## src/rtl/relogio_param_core.sv

```systemverilog
// Digital clock core: BCD time keeping with hour/minute setting, 12/24-hour
// view and a multiplexed active-low 4-digit seven-segment display.
module relogio_param_core #(
  parameter int CLK_FREQ = 50000000,
  parameter int SCAN_DIV = 50000
) (
  input  logic       clk,
  input  logic       rst,
  input  logic       btn_mode,
  input  logic       btn_inc,
  input  logic       mode12,
  input  logic       show_sec,
  output logic [6:0] seg,
  output logic [3:0] an,
  output logic       pm,
  output logic       led
);

  localparam int PW = (CLK_FREQ > 1) ? $clog2(CLK_FREQ) : 1;
  localparam int SW = (SCAN_DIV > 1) ? $clog2(SCAN_DIV) : 1;
  localparam logic [PW-1:0] PRESC_MAX = PW'(CLK_FREQ - 1);
  localparam logic [SW-1:0] SCAN_MAX  = SW'(SCAN_DIV - 1);

  localparam logic [1:0] ST_RUN   = 2'd0;
  localparam logic [1:0] ST_SET_H = 2'd1;
  localparam logic [1:0] ST_SET_M = 2'd2;

  localparam logic [3:0] BLANK = 4'hF;

  logic [PW-1:0] presc_q, presc_d;
  logic          led_q;
  logic [2:0]    mode_sync_q, inc_sync_q;
  logic          mode_edge_q, inc_edge_q;
  logic [1:0]    state_q, state_d;
  logic [3:0]    s_lo_q, s_hi_q, m_lo_q, m_hi_q, h_lo_q, h_hi_q;
  logic [3:0]    s_lo_d, s_hi_d, m_lo_d, m_hi_d, h_lo_d, h_hi_d;
  logic [SW-1:0] scan_q, scan_d;
  logic [1:0]    idx_q, idx_d;

  logic          tick;
  logic          run_tick;
  logic          leave_set;
  logic          min_step;
  logic          hour_step;
  logic [4:0]    hour_bin;
  logic [4:0]    hour_12;
  logic [3:0]    hr_tens, hr_ones;
  logic [3:0]    digit;
  logic          field_blank;

  assign tick      = (presc_q == PRESC_MAX);
  assign run_tick  = tick && (state_q == ST_RUN);
  assign leave_set = mode_edge_q && (state_q == ST_SET_M);

  // Leaving SET_M restarts the second so the first tick is a full period away.
  assign presc_d = (tick || leave_set) ? '0 : presc_q + 1'b1;

  assign scan_d = (scan_q == SCAN_MAX) ? '0 : scan_q + 1'b1;
  assign idx_d  = (scan_q == SCAN_MAX) ? idx_q + 2'd1 : idx_q;

  always_comb begin
    state_d   = state_q;
    s_lo_d    = s_lo_q;
    s_hi_d    = s_hi_q;
    m_lo_d    = m_lo_q;
    m_hi_d    = m_hi_q;
    h_lo_d    = h_lo_q;
    h_hi_d    = h_hi_q;
    min_step  = 1'b0;
    hour_step = 1'b0;

    if (run_tick) begin
      if (s_lo_q == 4'd9) begin
        s_lo_d = 4'd0;
        if (s_hi_q == 4'd5) begin
          s_hi_d   = 4'd0;
          min_step = 1'b1;
        end else begin
          s_hi_d = s_hi_q + 4'd1;
        end
      end else begin
        s_lo_d = s_lo_q + 4'd1;
      end
    end

    // A mode edge takes priority; a coincident increment is dropped.
    if (mode_edge_q) begin
      case (state_q)
        ST_RUN:   state_d = ST_SET_H;
        ST_SET_H: state_d = ST_SET_M;
        default: begin
          state_d = ST_RUN;
          s_lo_d  = 4'd0;
          s_hi_d  = 4'd0;
        end
      endcase
    end else if (inc_edge_q) begin
      if (state_q == ST_SET_H) begin
        hour_step = 1'b1;
      end else if (state_q == ST_SET_M) begin
        min_step = 1'b1;
      end
    end

    if (min_step) begin
      if (m_lo_q == 4'd9) begin
        m_lo_d = 4'd0;
        if (m_hi_q == 4'd5) begin
          m_hi_d    = 4'd0;
          hour_step = run_tick;  // only a running clock carries into the hour
        end else begin
          m_hi_d = m_hi_q + 4'd1;
        end
      end else begin
        m_lo_d = m_lo_q + 4'd1;
      end
    end

    if (hour_step) begin
      if (h_hi_q == 4'd2 && h_lo_q == 4'd3) begin
        h_hi_d = 4'd0;
        h_lo_d = 4'd0;
      end else if (h_lo_q == 4'd9) begin
        h_lo_d = 4'd0;
        h_hi_d = h_hi_q + 4'd1;
      end else begin
        h_lo_d = h_lo_q + 4'd1;
      end
    end
  end

  // NOTE: all state uses non-blocking assignments so every register samples
  // the pre-edge values regardless of statement order.
  always_ff @(posedge clk or negedge rst) begin
    if (!rst) begin
      presc_q     <= '0;
      led_q       <= 1'b0;
      mode_sync_q <= 3'b000;
      inc_sync_q  <= 3'b000;
      mode_edge_q <= 1'b0;
      inc_edge_q  <= 1'b0;
      state_q     <= ST_RUN;
      s_lo_q      <= 4'd0;
      s_hi_q      <= 4'd0;
      m_lo_q      <= 4'd0;
      m_hi_q      <= 4'd0;
      h_lo_q      <= 4'd0;
      h_hi_q      <= 4'd0;
      scan_q      <= '0;
      idx_q       <= 2'd0;
    end else begin
      presc_q     <= presc_d;
      led_q       <= led_q ^ tick;
      mode_sync_q <= {mode_sync_q[1:0], btn_mode};
      inc_sync_q  <= {inc_sync_q[1:0], btn_inc};
      mode_edge_q <= mode_sync_q[1] & ~mode_sync_q[2];
      inc_edge_q  <= inc_sync_q[1] & ~inc_sync_q[2];
      state_q     <= state_d;
      s_lo_q      <= s_lo_d;
      s_hi_q      <= s_hi_d;
      m_lo_q      <= m_lo_d;
      m_hi_q      <= m_hi_d;
      h_lo_q      <= h_lo_d;
      h_hi_q      <= h_hi_d;
      scan_q      <= scan_d;
      idx_q       <= idx_d;
    end
  end

  always_comb begin
    hour_bin = (5'(h_hi_q) * 5'd10) + 5'(h_lo_q);
    hour_12  = hour_bin;
    if (hour_bin == 5'd0) begin
      hour_12 = 5'd12;
    end else if (hour_bin > 5'd12) begin
      hour_12 = hour_bin - 5'd12;
    end

    if (mode12) begin
      if (hour_12 >= 5'd10) begin
        hr_tens = 4'd1;
        hr_ones = 4'(hour_12 - 5'd10);
      end else begin
        hr_tens = BLANK;
        hr_ones = hour_12[3:0];
      end
    end else begin
      hr_tens = h_hi_q;
      hr_ones = h_lo_q;
    end
  end

  // The field under edit flashes with the one-second led.
  always_comb begin
    digit       = BLANK;
    field_blank = 1'b0;
    case (idx_q)
      2'd0: begin
        digit       = show_sec ? s_lo_q : m_lo_q;
        field_blank = !show_sec && (state_q == ST_SET_M);
      end
      2'd1: begin
        digit       = show_sec ? s_hi_q : m_hi_q;
        field_blank = !show_sec && (state_q == ST_SET_M);
      end
      2'd2: begin
        digit       = show_sec ? m_lo_q : hr_ones;
        field_blank = show_sec ? (state_q == ST_SET_M) : (state_q == ST_SET_H);
      end
      default: begin
        digit       = show_sec ? m_hi_q : hr_tens;
        field_blank = show_sec ? (state_q == ST_SET_M) : (state_q == ST_SET_H);
      end
    endcase
    if (led_q && field_blank) begin
      digit = BLANK;
    end
  end

  always_comb begin
    case (digit)
      4'd0:    seg = 7'b1000000;
      4'd1:    seg = 7'b1111001;
      4'd2:    seg = 7'b0100100;
      4'd3:    seg = 7'b0110000;
      4'd4:    seg = 7'b0011001;
      4'd5:    seg = 7'b0010010;
      4'd6:    seg = 7'b0000010;
      4'd7:    seg = 7'b1111000;
      4'd8:    seg = 7'b0000000;
      4'd9:    seg = 7'b0010000;
      default: seg = 7'b1111111;
    endcase
  end

  assign an  = ~(4'b0001 << idx_q);
  assign pm  = (hour_bin >= 5'd12);
  assign led = led_q;

endmodule

```

## config.mk

```make
export PLATFORM = sky130hd
export DESIGN_NAME = relogio_param_core
export DESIGN_NICKNAME = d
export VERILOG_FILES = /design/src/rtl/relogio_param_core.sv
export SDC_FILE = /design/constraint.sdc
export NUM_CORES = 1
export LEC_CHECK = 0
export BUFFER_PORTS_ARGS = -buffer_cell sky130_fd_sc_hd__buf_2
export CAP_MARGIN = 20
export CELL_PAD_IN_SITES_DETAIL_PLACEMENT = 0
export CELL_PAD_IN_SITES_GLOBAL_PLACEMENT = 1
export CORE_MARGIN = 1
export CORE_UTILIZATION = 44
export CTS_CLUSTER_SIZE = 25
export DETAILED_ROUTE_END_ITERATION = 7
export GPL_ROUTABILITY_DRIVEN = 0
export PLACE_DENSITY = 0.85
export SLEW_MARGIN = 20
export SYNTH_ARGS = -nofsm -noshare
export SYNTH_HDL_FRONTEND = slang
export SYNTH_SLANG_ARGS = --single-unit
```

## constraint.sdc

```tcl
create_clock -name clk -period 5.6 [get_ports clk]
set_clock_uncertainty 0.1 [all_clocks]
set_input_delay 1.12 -clock clk [delete_from_list [all_inputs] [get_ports clk]]
set_output_delay 1.12 -clock clk [all_outputs]
set_load 0.02 [all_outputs]
```

# Word-level counts from Yosys, hierarchy flattened
# Memory sizes are Yosys's and may differ from the RTL's.
# Cells that the tools add are included.
# classes
n_addsub,12
multipliers,1
n_lt_le_gt_ge,3
eq_ne,13
shift,1
muxes,45
n_bitwise,6
reduce_logical,15
# ops
cell,count
two-way mux 4 bit,24
"adder 26 x 1 -> 26 bit, second input constant",1
"== test 26 bit, second input constant",1
two-way mux 26 bit,1
"adder 4 x 1 -> 4 bit, second input constant",6
"adder 16 x 1 -> 16 bit, second input constant",1
"== test 16 bit, second input constant",1
two-way mux 16 bit,1
two-way mux 1 bit,15
"== test 4 bit, second input constant",3
case mux 4 bit (3 select lines),1
"greater-or-equal comparator 5 x 4 -> 1 bit, second input constant",2
two-way mux 5 bit,2
"== test 4 x 2 -> 1 bit, second input constant",2
"== test 4 x 3 -> 1 bit, second input constant",2
adder 5 x 4 -> 5 bit,1
"> comparator 5 x 4 -> 1 bit, second input constant",1
logical AND 1 bit,5
zero test 5 bit,1
"subtractor 5 x 4 -> 5 bit, second input constant",1
"== test 2 x 1 -> 1 bit, second input constant",2
"== test 2 bit, second input constant",2
zero test 2 bit,2
"multiplier 4 x 3 -> 4 bit, second input constant",1
other kinds (13),17
# word_totals
ff_bits,79
romBits,112
input_bits,6
output_inout_bits,13
wordCells,112
n_memories,1
# mem_list
name,depth,word_bits,read_ports,rd_clocked_by_memory_dff,wr,line,rtl
(no name shown),16,7,1,0,0,221,case (digit)

# Logic depth before layout (Yosys ltp)
# Gate-level depths: netlist (run 1).
# An unclocked memory read counts as a cell.
# depth
depth_word,12
mapped_depth,19
ltp_nobuf,19

# Worst setup path before layout (run 1)
# Ideal clock, no wire load.
# synth_path
path_kind,register -> output
from,reg h_hi_q[0]
to,out seg[4]
t_arrival_ns,4.021
required_ns,4.380
path_slack_ns,0.359
stages_incl_launch_ff,19
n_path_buf,0
cell_sequence,dfrtp_1 > ha_1 > ha_1 > xor2_1 > inv_1 > ha_1 > nor3b_1 > a21oi_1 > a21oi_1 > inv_1 > ha_1 > nor2_1 > a32oi_1 > o22ai_1 > a221o_1 > or3b_1 > o211ai_2 > nand2_1 > a32oi_1
# synth_between
elab_chain_len,12
elab_cells_between_ends,18
classes_between,3 x add/sub; 1 x mul; 2 x order compare; 10 x mux; 1 x reduce/logical; 1 x memory
# synth_lines
item,line,rtl
"start, declared",35,"logic [3:0] s_lo_q, s_hi_q, m_lo_q, m_hi_q, h_lo_q, h_hi_q;"
"start signal, assigned",164,h_hi_q <= h_hi_d;
multiplier 4 x 3 -> 4 bit,171,hour_bin = (5'(h_hi_q) * 5'd10) + 5'(h_lo_q);
adder 5 x 4 -> 5 bit,171,
subtractor 5 x 4 -> 5 bit or > comparator 5 x 4 -> 1 bit (tied branches),"176, 175",
two-way mux 5 bit,175,end else if (hour_bin > 5'd12) begin
two-way mux 5 bit,173,if (hour_bin == 5'd0) begin
subtractor 4 bit or greater-or-equal comparator 5 x 4 -> 1 bit (tied branches),"182, 180",
two-way mux 4 bit,180,if (hour_12 >= 5'd10) begin
two-way mux 4 bit,179,if (mode12) begin
"two-way mux 4 bit, on equally long branches","207, 211",
case mux 4 bit (3 select lines) (*),197,case (idx_q)
two-way mux 4 bit (*),215,if (led_q && field_blank) begin
memory (16 x 7 bit) (*),n/a,
"end, declared",13,"output logic [6:0] seg,"
# Mark *: on every way between the ends. The rest lies on a longest branch, timed or not.

# Worst setup path in the final report (run 1)
# layout_path
from,reg h_hi_q[0]
to,out seg[3]
# The elaborated chain is that of the path after synthesis.

==> flow_summary.toml, run 1 <==
[outcome]
status = "finished, final reports clean"

[clock_network]
cts-htree-levels = 3
cts_sinks = 79
numCtsBuffers = 9
clk_pin_slew_ns = 0.07
cts_tree = "done"
clockBufferDepth = 2
hold_buffers = 0
clk_latency_ns = 0.34
clockRootBuffer = "clkbuf_8"

[pwr]
power_leakage_uw = 0.002397
powerDensity_nw_per_um2 = 389.1
ir_drop_uv = 258.3

[floorplanning]
io_pins = 19
core-area_sq_um = 10320
initial_core_util_pct = 45.52
num_rows = 37
dieArea_sq_um = 11100
die_w_um = 105.3
die_y_um = 105.3

[drt]
ant_nets = 0
dr.first_iter.drc_count = 170
drcViolationCount = 0
via_count = 3738
drtPass1Iterations = 4
wire_per_inst_um = 14.09
wl_mm = 9.570
viasPerCell = 5.505

[logic_synthesis]
synth_ff_type = "dfrtp_1"
synthArstFlopShare_pct = 100.0
ys_warn_count = 0
yosysUniqueCellTypes = 69
synth_top_area_cell = "dfrtp_1"
ys_seq_area_share_pct = 42.07
synth_nets = 533
synth_top_area_share_pct = 42.07
synth.area.top_cells = "dfrtp_1 42%, ha_1 5.6%, nor2_1 5.1%"
avgSynthCellArea_sq_um = 9.306
synth-edff-count = 0
syn_area_sq_um = 4700
synth_seq_cells = 79
synthCells = 505

[sta]
min_period_ns = 5.427
hold_violations = 0
worst_slew_pin_slew_ns = 0.9767
fin_crit_sh_pct = 96.92
drv_slew = 0
fmax_ghz = 0.1843
setup-violations-final = 0
slew_headroom_pct = 33.21

[layout]
instances_no_fill = 679
final_cell_mix = "77 x dfrtp_1, 64 x nor2_1, 41 x nand2_1"
antennaDiodeCount = 0
num-nets-final = 567
final_util_pct = 52.47
syn2layout_area_growth_pct = 15.26
n_fill_cell = 920
multi_input_area_sq_um = 2698
layout.cells.most_common = "dfrtp_1"
drive_gt1_share_pct = 16.94
ff_latch_area_sq_um = 1979

[critical_path]
cp-end-kind = "primary output"
path_class = "flip-flop to primary output"
path_max_fanout = 6
arrival_ns = 4.21
critPathRequiredTime_ns = 4.38
startpoint_type = "flip-flop"

[placed_design]
dpl.hpwl_mm = 6.504
dp.cells = 648
io_buffers = 18

[grt]
grt_max_degree = 80
grt.total_usage_pct = 17.59
grt-ovfl-total = 0
grt_pass1_vias = 3526
antenna_found_initial = 0
grt_pass1_wl_mm = 16.08

[flow_run]
cap_viol_max_count = 0

[min_path]
hp-class = "flip-flop to flip-flop"
layout make-up:
| cell class | instances | share of cell area, % |
|---|---|---|
| Sequential cell | 79 | 36.54 |
| Multi-Input combinational cell | 379 | 49.80 |
| Clock buffer | 11 | 2.610 |
| Tap cell | 136 | 3.142 |
| Clock inverter | 4 | 1.016 |
| Timing Repair Buffer | 38 | 4.666 |
| Inverter | 32 | 2.218 |
synthesized netlist by cell type, types with 3 or more instances:
cell type,count
a211oi_1,5
a21o_1,5
a21oi_1,19
a222oi_1,3
a22oi_1,4
a32oi_1,4
and2_1,3
and3_1,6
and4_1,3
clkbuf_1,13
dfrtp_1,79
ha_1,21
inv_1,31
mux2_2,4
mux2i_1,6
nand2_1,41
nand2b_1,3
nand3_1,23
nand4_1,11
nor2_1,64
nor2b_1,7
nor3_1,9
nor3b_1,3
nor4_1,5
o211a_1,4
o21ai_0,18
o21ai_1,3
o31ai_1,3
o41ai_1,3
or3_1,5
xnor2_1,25
xor2_1,23
path summary, 6_finish.rpt:
| kind | startpoint | cells after the start | slack (ns) | end |
|---|---|---|---|---|
| setup / recovery | h_hi_q[0] | 20 | 0.17 | seg[3] |
| hold / removal | inc_sync_q[0] | 0 | 0.25 | inc_sync_q[1] |
| setup reg to reg | presc_q[0] | 9 | 2.15 | h_lo_q[3] |
| hold reg to reg | inc_sync_q[0] | 0 | 0.25 | inc_sync_q[1] |
| max in group asynchronous | rst | 1 | 4.15 | h_hi_q[0] |
| min in group asynchronous | rst | 1 | 0.67 | s_lo_q[3] |
flip-flops by register name (all words and copies together) (netlist names):
signal,flops
mode_sync_q,3
led,1
presc_q,26
h_hi_q,4
s_hi_q,4
mode_edge_q,1
state_q,2
scan_q,16
inc_edge_q,1
m_lo_q,4
m_hi_q,4
idx_q,2
h_lo_q,4
s_lo_q,4
inc_sync_q,3
cells by family (layout without fill, tap and decap cells):
kind of cell	after synthesis	in the layout	share of synthesized area, %
buffers and inverters	47	85	3.914
XOR/XNOR	49	49	9.425
AO/OA/AOI/OAI	97	97	14.51
flip-flops	79	79	42.07
multiplexers	10	10	2.236
adder cells (fa/ha/maj)	22	22	6.017
AND/OR/NAND/NOR	201	201	21.83
metrics by stage:
| step | TNS [ns] | hold WS, ns | total power, uW | cell area, sq um | setup WS (ns) |
|---|---|---|---|---|---|
| final | 0 | 0.2520 | 2108 | 5416 | 0.1726 |
| after global routing | -0.04081 | 0.2554 | 2254 | 5416 | -0.02507 |
| after CTS | 0 | 0.2524 | 1985 | 5250 | 0.001045 |
| after detailed placement | 0 | 0.2347 | 1483 | 4928 | 0.09725 |
| after global placement | 0 | 0.2370 | 1468 | 4928 | 0.2569 |
| after floorplan | 0 | 0.2312 | 1308 | 4700 | 0.3592 |
critical path, cell delays in order (launching register included):
cell and delay, ns:
dfrtp_2 0.45, ha_4 0.18, fa_2 0.37, xor2_4 0.18, buf_6 0.14, ha_4 0.16, a21o_1 0.17, a21oi_2 0.15
a21oi_2 0.09, inv_2 0.08, ha_4 0.14, nor2_1 0.05, a32oi_1 0.15, o22ai_1 0.10, a221o_1 0.39, nor3_2 0.24
nor4b_4 0.08, buf_4 0.14, or2_4 0.26, o211a_1 0.21, buf_4 0.15
metal layers:
layer  vias to the layer above  global-route usage, %  wire length [um]
met2                        82                  28.43              4525
met1                      1801                  24.05              4585
met3                        14                  2.350               329
li1                       1841                      -                 -
met4                         0                  6.640               130
met5                         -                      0                 0
where the power goes:
group	switching (uW)	leakage (uW)	internal (uW)	total [uW]
sequential	82.6	0.00104	632	715
combinational	529	0.00126	442	971
clock	203	0.0000960	218	422
total	815	0.00240	1290	2110
timing repair:
item,CTS,global route
gates resized for setup,13,21
endpoints found under the hold margin,0,0
setup buffers,6,10
pin swaps,4,13
setup endpoints to repair,7,7
No activity file was read; power rests on OpenSTA's default activity.
==> inputs of run 2 (changes only) <==
--- a/config.mk
+++ b/config.mk
@@ -9,6 +9,7 @@
 export CAP_MARGIN = 20
 export CELL_PAD_IN_SITES_DETAIL_PLACEMENT = 0
 export CELL_PAD_IN_SITES_GLOBAL_PLACEMENT = 1
+export CORE_ASPECT_RATIO = 1.5
 export CORE_MARGIN = 1
 export CORE_UTILIZATION = 44
 export CTS_CLUSTER_SIZE = 25
==> run 2 against run 1 <==
Net effect:
- die area barely moved
- combinational power rose by 2%
- count of clock-buffer cells in the layout did not move
- critical path depth did not move
- sequential share of layout area fell by 0.23 points
- worst hold slack got worse by 0.0059 ns
- final cell count fell by 0.44%
- first-iteration DRC count rose by 24%
- largest cell class unchanged
- highest routed layer unchanged
==> flow_summary.toml, run 2 (synthesis gave the netlist of run 1 again) <==
[outcome]
status = "finished, final reports clean"

[min_path]
hp-class = "flip-flop to flip-flop"
holdPathStages = 0
hold_start = "inc_sync_q[0]"
whs_endpoint = "inc_sync_q[1]"

[sta]
fin_crit_sh_pct = 98.41
fin_setup_tns_ns = 0
setup_slack_ns = 0.08927
setup-violations-final = 0
rsz0062_at_grt = "true"
worst_slew_pin_slew_ns = 0.9198
fmax_ghz = 0.1815
drv_slew = 0
slew_headroom_pct = 37.09
holdWs_ns = 0.2461
min_period_ns = 5.511
hold_violations = 0

[drt]
via_count = 3750
dr.first_iter.drc_count = 211
viasPerCell = 5.547
wire_per_inst_um = 14.89
drcViolationCount = 0
wl_mm = 10.07
drtPass1Iterations = 6
ant_nets = 0

[layout]
n_fill_cell = 983
drive_gt1_share_pct = 14.77
instances_no_fill = 676
ff_latch_area_sq_um = 1979
final_cell_mix = "77 x dfrtp_1, 63 x nor2_1, 41 x nand2_1"
reg.largest.list = "presc_q x26, scan_q x16"
antennaDiodeCount = 0
top_register = "presc_q"
num-nets-final = 559
layout.cells.most_common = "dfrtp_1"
multi_input_area_sq_um = 2678
largest_register_ffs = 26
syn2layout_area_growth_pct = 16.00

[critical_path]
path_cells = "ha_4, fa_2, xor2_2, buf_6, ha_4, a21o_1, a21oi_2, a21oi_2, inv_2, ha_4, nor2_2, a32oi_1, o22ai_1, a221o_1, nor3_2, nor4b_4, buf_6, or2_4, o211a_1, buf_6"
max_stage_delay_ns = 0.45
arrival_ns = 4.29
path_class = "flip-flop to primary output"
r2r_cells = 9
path_max_fanout = 9
r2r-end = "h_hi_q[2]"
worst_path_max_delay_cell = "dfrtp_2"
startpoint_type = "flip-flop"
r2r_slack_ns = 2.14
critPathRequiredTime_ns = 4.38
r2r_start = "presc_q[0]"
cp-end-kind = "primary output"

[grt]
grt_max_degree = 80
grt.total_usage_pct = 19.55
antenna_found_initial = 0
grt_pass1_vias = 3743
grt_pass1_wl_mm = 17.04
grt-ovfl-total = 0

[floorplanning]
die_y_um = 128.6
num_rows = 45
dieArea_sq_um = 11110
die_w_um = 86.38
io_pins = 19
initial_core_util_pct = 45.86
core-area_sq_um = 10250

[placed_design]
dpl.hpwl_mm = 7.041
dp_slack_ns = 0.1251
io_buffers = 18
dp.cells = 653

[pwr]
p_switching_uw = 842.6
power_leakage_uw = 0.002406
report.power.total_uw = 2263
ir_drop_uv = 234.1
p_clk_share_pct = 24.4
combPwrFrac_pct = 43.7
powerDensity_nw_per_um2 = 415.2
switching_share_pct = 37.23
pwr-share-seq_pct = 32.0
power.internal_uw = 1421

[clock_network]
clk_latency_ns = 0.34
hold_buffers = 0
clk_pin_slew_ns = 0.05
cts_tree = "done"
numCtsBuffers = 9
clockRootBuffer = "clkbuf_16"
cts_sinks = 79
clockBufferDepth = 2
cts-htree-levels = 3

[flow_run]
cap_viol_max_count = 0
## run 2: cell count changes in the layout (fill, tap and decap cells not counted), moves of 2 or more
cell / before / now
buf_2: 16 / 12
buf_4: 20 / 12
buf_6: 2 / 6
clkbuf_16: 0 / 9
clkbuf_8: 10 / 0
clkinv_2: 0 / 2
## run 2: worst max path at each step
stage,startpoint,endpoint,slack [ns],cells after the start
after global routing,h_hi_q[0],seg[6],-0.09,19
final,h_hi_q[0],seg[6],0.09,20
after detailed placement,h_hi_q[0],seg[0],0.13,19
after CTS,h_hi_q[0],seg[6],0.005,20
after global placement,h_hi_q[0],seg[0],0.26,19
after floorplan,h_hi_q[0],seg[4],0.36,18
## run 2: stage by stage
step	area (sq um)	util, %
5_1_grt	5451	53.20
2_1_floorplan	4700	-
4_1_cts	5320	51.92
3_3_place_gp	4935	48.16
6_report	5451	53.20
3_5_place_dp	4935	48.16
## run 2: power groups by stage
stage | sequential, uW | clock, uW | combinational [uW]
5_1_grt | 734 | 587 | 1070
3_5_place_dp | 729 | 0 | 781
4_1_cts | 719 | 565 | 866
3_3_place_gp | 723 | 0 | 756
2_1_floorplan | 696 | 0 | 613
6_report | 723 | 551 | 989
## run 2: critical path: cells and delay by family (launching register included)
kind            cells  cell delay, ns
simple gates        4            0.62
xor+xnor            1            0.21
compound gates      7            1.32
buf+inv             4            0.50
fa+ha+maj           4            0.87
flops               1            0.45
## run 2: per-layer routing
layer | part of all wire (%) | track usage, %
met1 | 41 | 21.31
met2 | 55 | 36.41
met3 | 1.5 | 3.464
met4 | 2.1 | 8.824
met5 | 0 | 0
## run 2: cell type report
type / count / share of cell area, %
clock inverter: 4 / 0.8722
sequential: 79 / 36.31
tap: 141 / 3.236
inverter: 32 / 2.203
multi-input combinational: 379 / 49.12
clock buffer: 11 / 4.269
timing repair buffer: 30 / 3.994
## run 2: what timing repair did
| item | in CTS | in global routing |
|---|---|---|
| gates cloned | 0 | 0 |
| setup endpoints to repair | 7 | 7 |
| resized for setup | 13 | 25 |
| buffers inserted | 5 | 4 |
| pin swaps | 5 | 16 |
==> inputs of run 3 (changes only) <==
--- a/config.mk
+++ b/config.mk
@@ -9,12 +9,13 @@
 export CAP_MARGIN = 20
 export CELL_PAD_IN_SITES_DETAIL_PLACEMENT = 0
 export CELL_PAD_IN_SITES_GLOBAL_PLACEMENT = 1
-export CORE_ASPECT_RATIO = 1.5
+export CORE_ASPECT_RATIO = 0.5
 export CORE_MARGIN = 1
 export CORE_UTILIZATION = 44
 export CTS_CLUSTER_SIZE = 25
 export DETAILED_ROUTE_END_ITERATION = 7
 export GPL_ROUTABILITY_DRIVEN = 0
+export GPL_TIMING_DRIVEN = 0
 export PLACE_DENSITY = 0.85
 export SLEW_MARGIN = 20
 export SYNTH_ARGS = -nofsm -noshare
==> run 3 against run 2 <==
Net effect:
- wire length down 1.5%
- via count down 1.1%
- sequential share of layout area down 0.77 points
- critical path type unchanged
- combinational power up 5%
==> flow_summary.toml, run 3 (synthesis gave the netlist of run 1 again) <==
[placed_design]
io_buffers = 17
dp.cells = 663
dpl.hpwl_mm = 6.769
dpl_cell_area_sq_um = 4982

[min_path]
hold_start = "mode_sync_q[0]"
holdPathStages = 0
whs_endpoint = "mode_sync_q[1]"
hp-class = "flip-flop to flip-flop"

[layout]
antennaDiodeCount = 0
final_cell_mix = "77 x dfrtp_1, 63 x nor2_1, 41 x nand2_1"
syn2layout_area_growth_pct = 18.53
instances_no_fill = 693
drive_gt1_share_pct = 15.01
num-nets-final = 577
final_util_pct = 54.19
largest_register_ffs = 26
reg.largest.list = "presc_q x26, scan_q x16"
n_fill_cell = 933
multi_input_area_sq_um = 2694
ff_latch_area_sq_um = 1979
layout.cells.most_common = "dfrtp_1"
top_register = "presc_q"
design_area_sq_um = 5570

[clock_network]
clk_pin_slew_ns = 0.06
cts_sinks = 79
cts_tree = "done"
numCtsBuffers = 9
clockBufferDepth = 2
clk_latency_ns = 0.33
cts-htree-levels = 3
clockRootBuffer = "clkbuf_16"

[critical_path]
max_stage_delay_ns = 0.45
r2r_start = "presc_q[0]"
startpoint_type = "flip-flop"
path_max_fanout = 6
r2r_slack_ns = 2.11
r2r_cells = 9
cp-end-kind = "primary output"
path_class = "flip-flop to primary output"
r2r-end = "h_lo_q[2]"
path_cells = "ha_4, fa_2, xor2_4, inv_2, ha_4, nor3b_4, a21oi_2, a21oi_2, inv_2, ha_4, nand2b_1, a211oi_1, a221o_1, nor2_1, a211o_1, ha_1, o211a_1, buf_6"
critPathRequiredTime_ns = 4.38
crit_top_cell = "ha_4"
crit_start = "h_hi_q[0]"
path_delay_family = "compound AO/OA/AOI/OAI gates"
worst_path_max_delay_cell = "dfrtp_2"
arrival_ns = 4.23
critPathBufInv = 3

[outcome]
status = "finished, final reports clean"

[floorplanning]
io_pins = 19
dieArea_sq_um = 11120
core-area_sq_um = 10280
die_w_um = 148.2
die_y_um = 75.08
initial_core_util_pct = 45.72
num_rows = 26

[drt]
drcViolationCount = 0
viasPerCell = 5.352
drtPass1Iterations = 4
ant_nets = 0
dr.first_iter.drc_count = 194
wl_mm = 9.916
via_count = 3709
wire_per_inst_um = 14.31

[flow_run]
cap_viol_max_count = 0

[sta]
setup-violations-final = 0
slew_headroom_pct = 36.70
fmax_ghz = 0.1836
fin_crit_sh_pct = 97.28
worst_slew_pin_slew_ns = 0.9256
drv_slew = 0
rsz0062_at_grt = "true"
min_period_ns = 5.448
hold_violations = 0

[grt]
grt_max_degree = 44
grt_pass1_wl_mm = 16.67
grt_pass1_vias = 3443
grt-ovfl-total = 0
antenna_found_initial = 0
grt.total_usage_pct = 18.98

[pwr]
report.power.total_uw = 2317
ir_drop_uv = 178.9
powerDensity_nw_per_um2 = 415.9
power_leakage_uw = 0.002459
[run 3: cell count changes in the layout (fill, tap and decap cells not counted), sizes merged]
cell / delta
clkinvlp: -1
clkbuf: +14
buf: +5
[run 3: per-layer routing]
layer,up-vias,share of wire (%),wire [um],global-route usage [%]
met3,11,2.3,231,3.455
met1,1783,51,5046,26.47
met4,0,1.2,122,5.956
met5,-,0,0,0
li1,1874,-,-,-
met2,41,46,4515,30.41
[run 3: through the flow]
stage,setup TNS (ns),setup WS (ns),hold slack [ns]
after detailed placement,-1.523,-0.2532,0.2347
final,0,0.1523,0.2484
after floorplan,0,0.3592,0.2312
after CTS,0,0.03411,0.2478
after global placement,-1.223,-0.2231,0.2347
after global routing,-0.05935,-0.03127,0.2565
[run 3: power breakdown]
group | switching [uW] | leakage (uW) | internal (uW)
Combinational | 564 | 0.00127 | 472
Sequential | 72.1 | 0.00104 | 634
Clock | 220 | 0.000143 | 355
[run 3: worst max-delay path by stage]
stage                         to  slack [ns]  cells past startpoint
after floorplan           seg[4]        0.36                     18
after global placement    seg[0]       -0.22                     19
after detailed placement  seg[0]       -0.25                     19
after CTS                 seg[3]        0.03                     19
after global routing      seg[3]       -0.03                     20
final                     seg[3]        0.15                     18
[run 3: area by class of cell]
class,instances,share of cell area (%)
well taps,140,3.145
multi-input cells,379,48.36
plain buffers,15,1.146
repair buffers,33,4.447
clock inverters,3,0.7862
flip-flops and latches,79,35.53
inverters,32,2.156
clock buffers,12,4.425
[run 3: worst reg2reg max path, stage by stage (launching register included)]
cell,delay (ns)
dfrtp_1,0.40
ha_1,0.20
and3_1,0.23
nand4_1,0.21
nor4_2,0.65
a32oi_1,0.25
and4b_1,0.44
a31oi_1,0.26
clkbuf_1,0.30
o41ai_1,0.34
[run 3: repair_timing]
item,in CTS,in global routing
pin swaps,7,13
hold buffers,0,0
buffers inserted,9,6
endpoints found under the setup margin,7,7
gates resized for setup,19,21
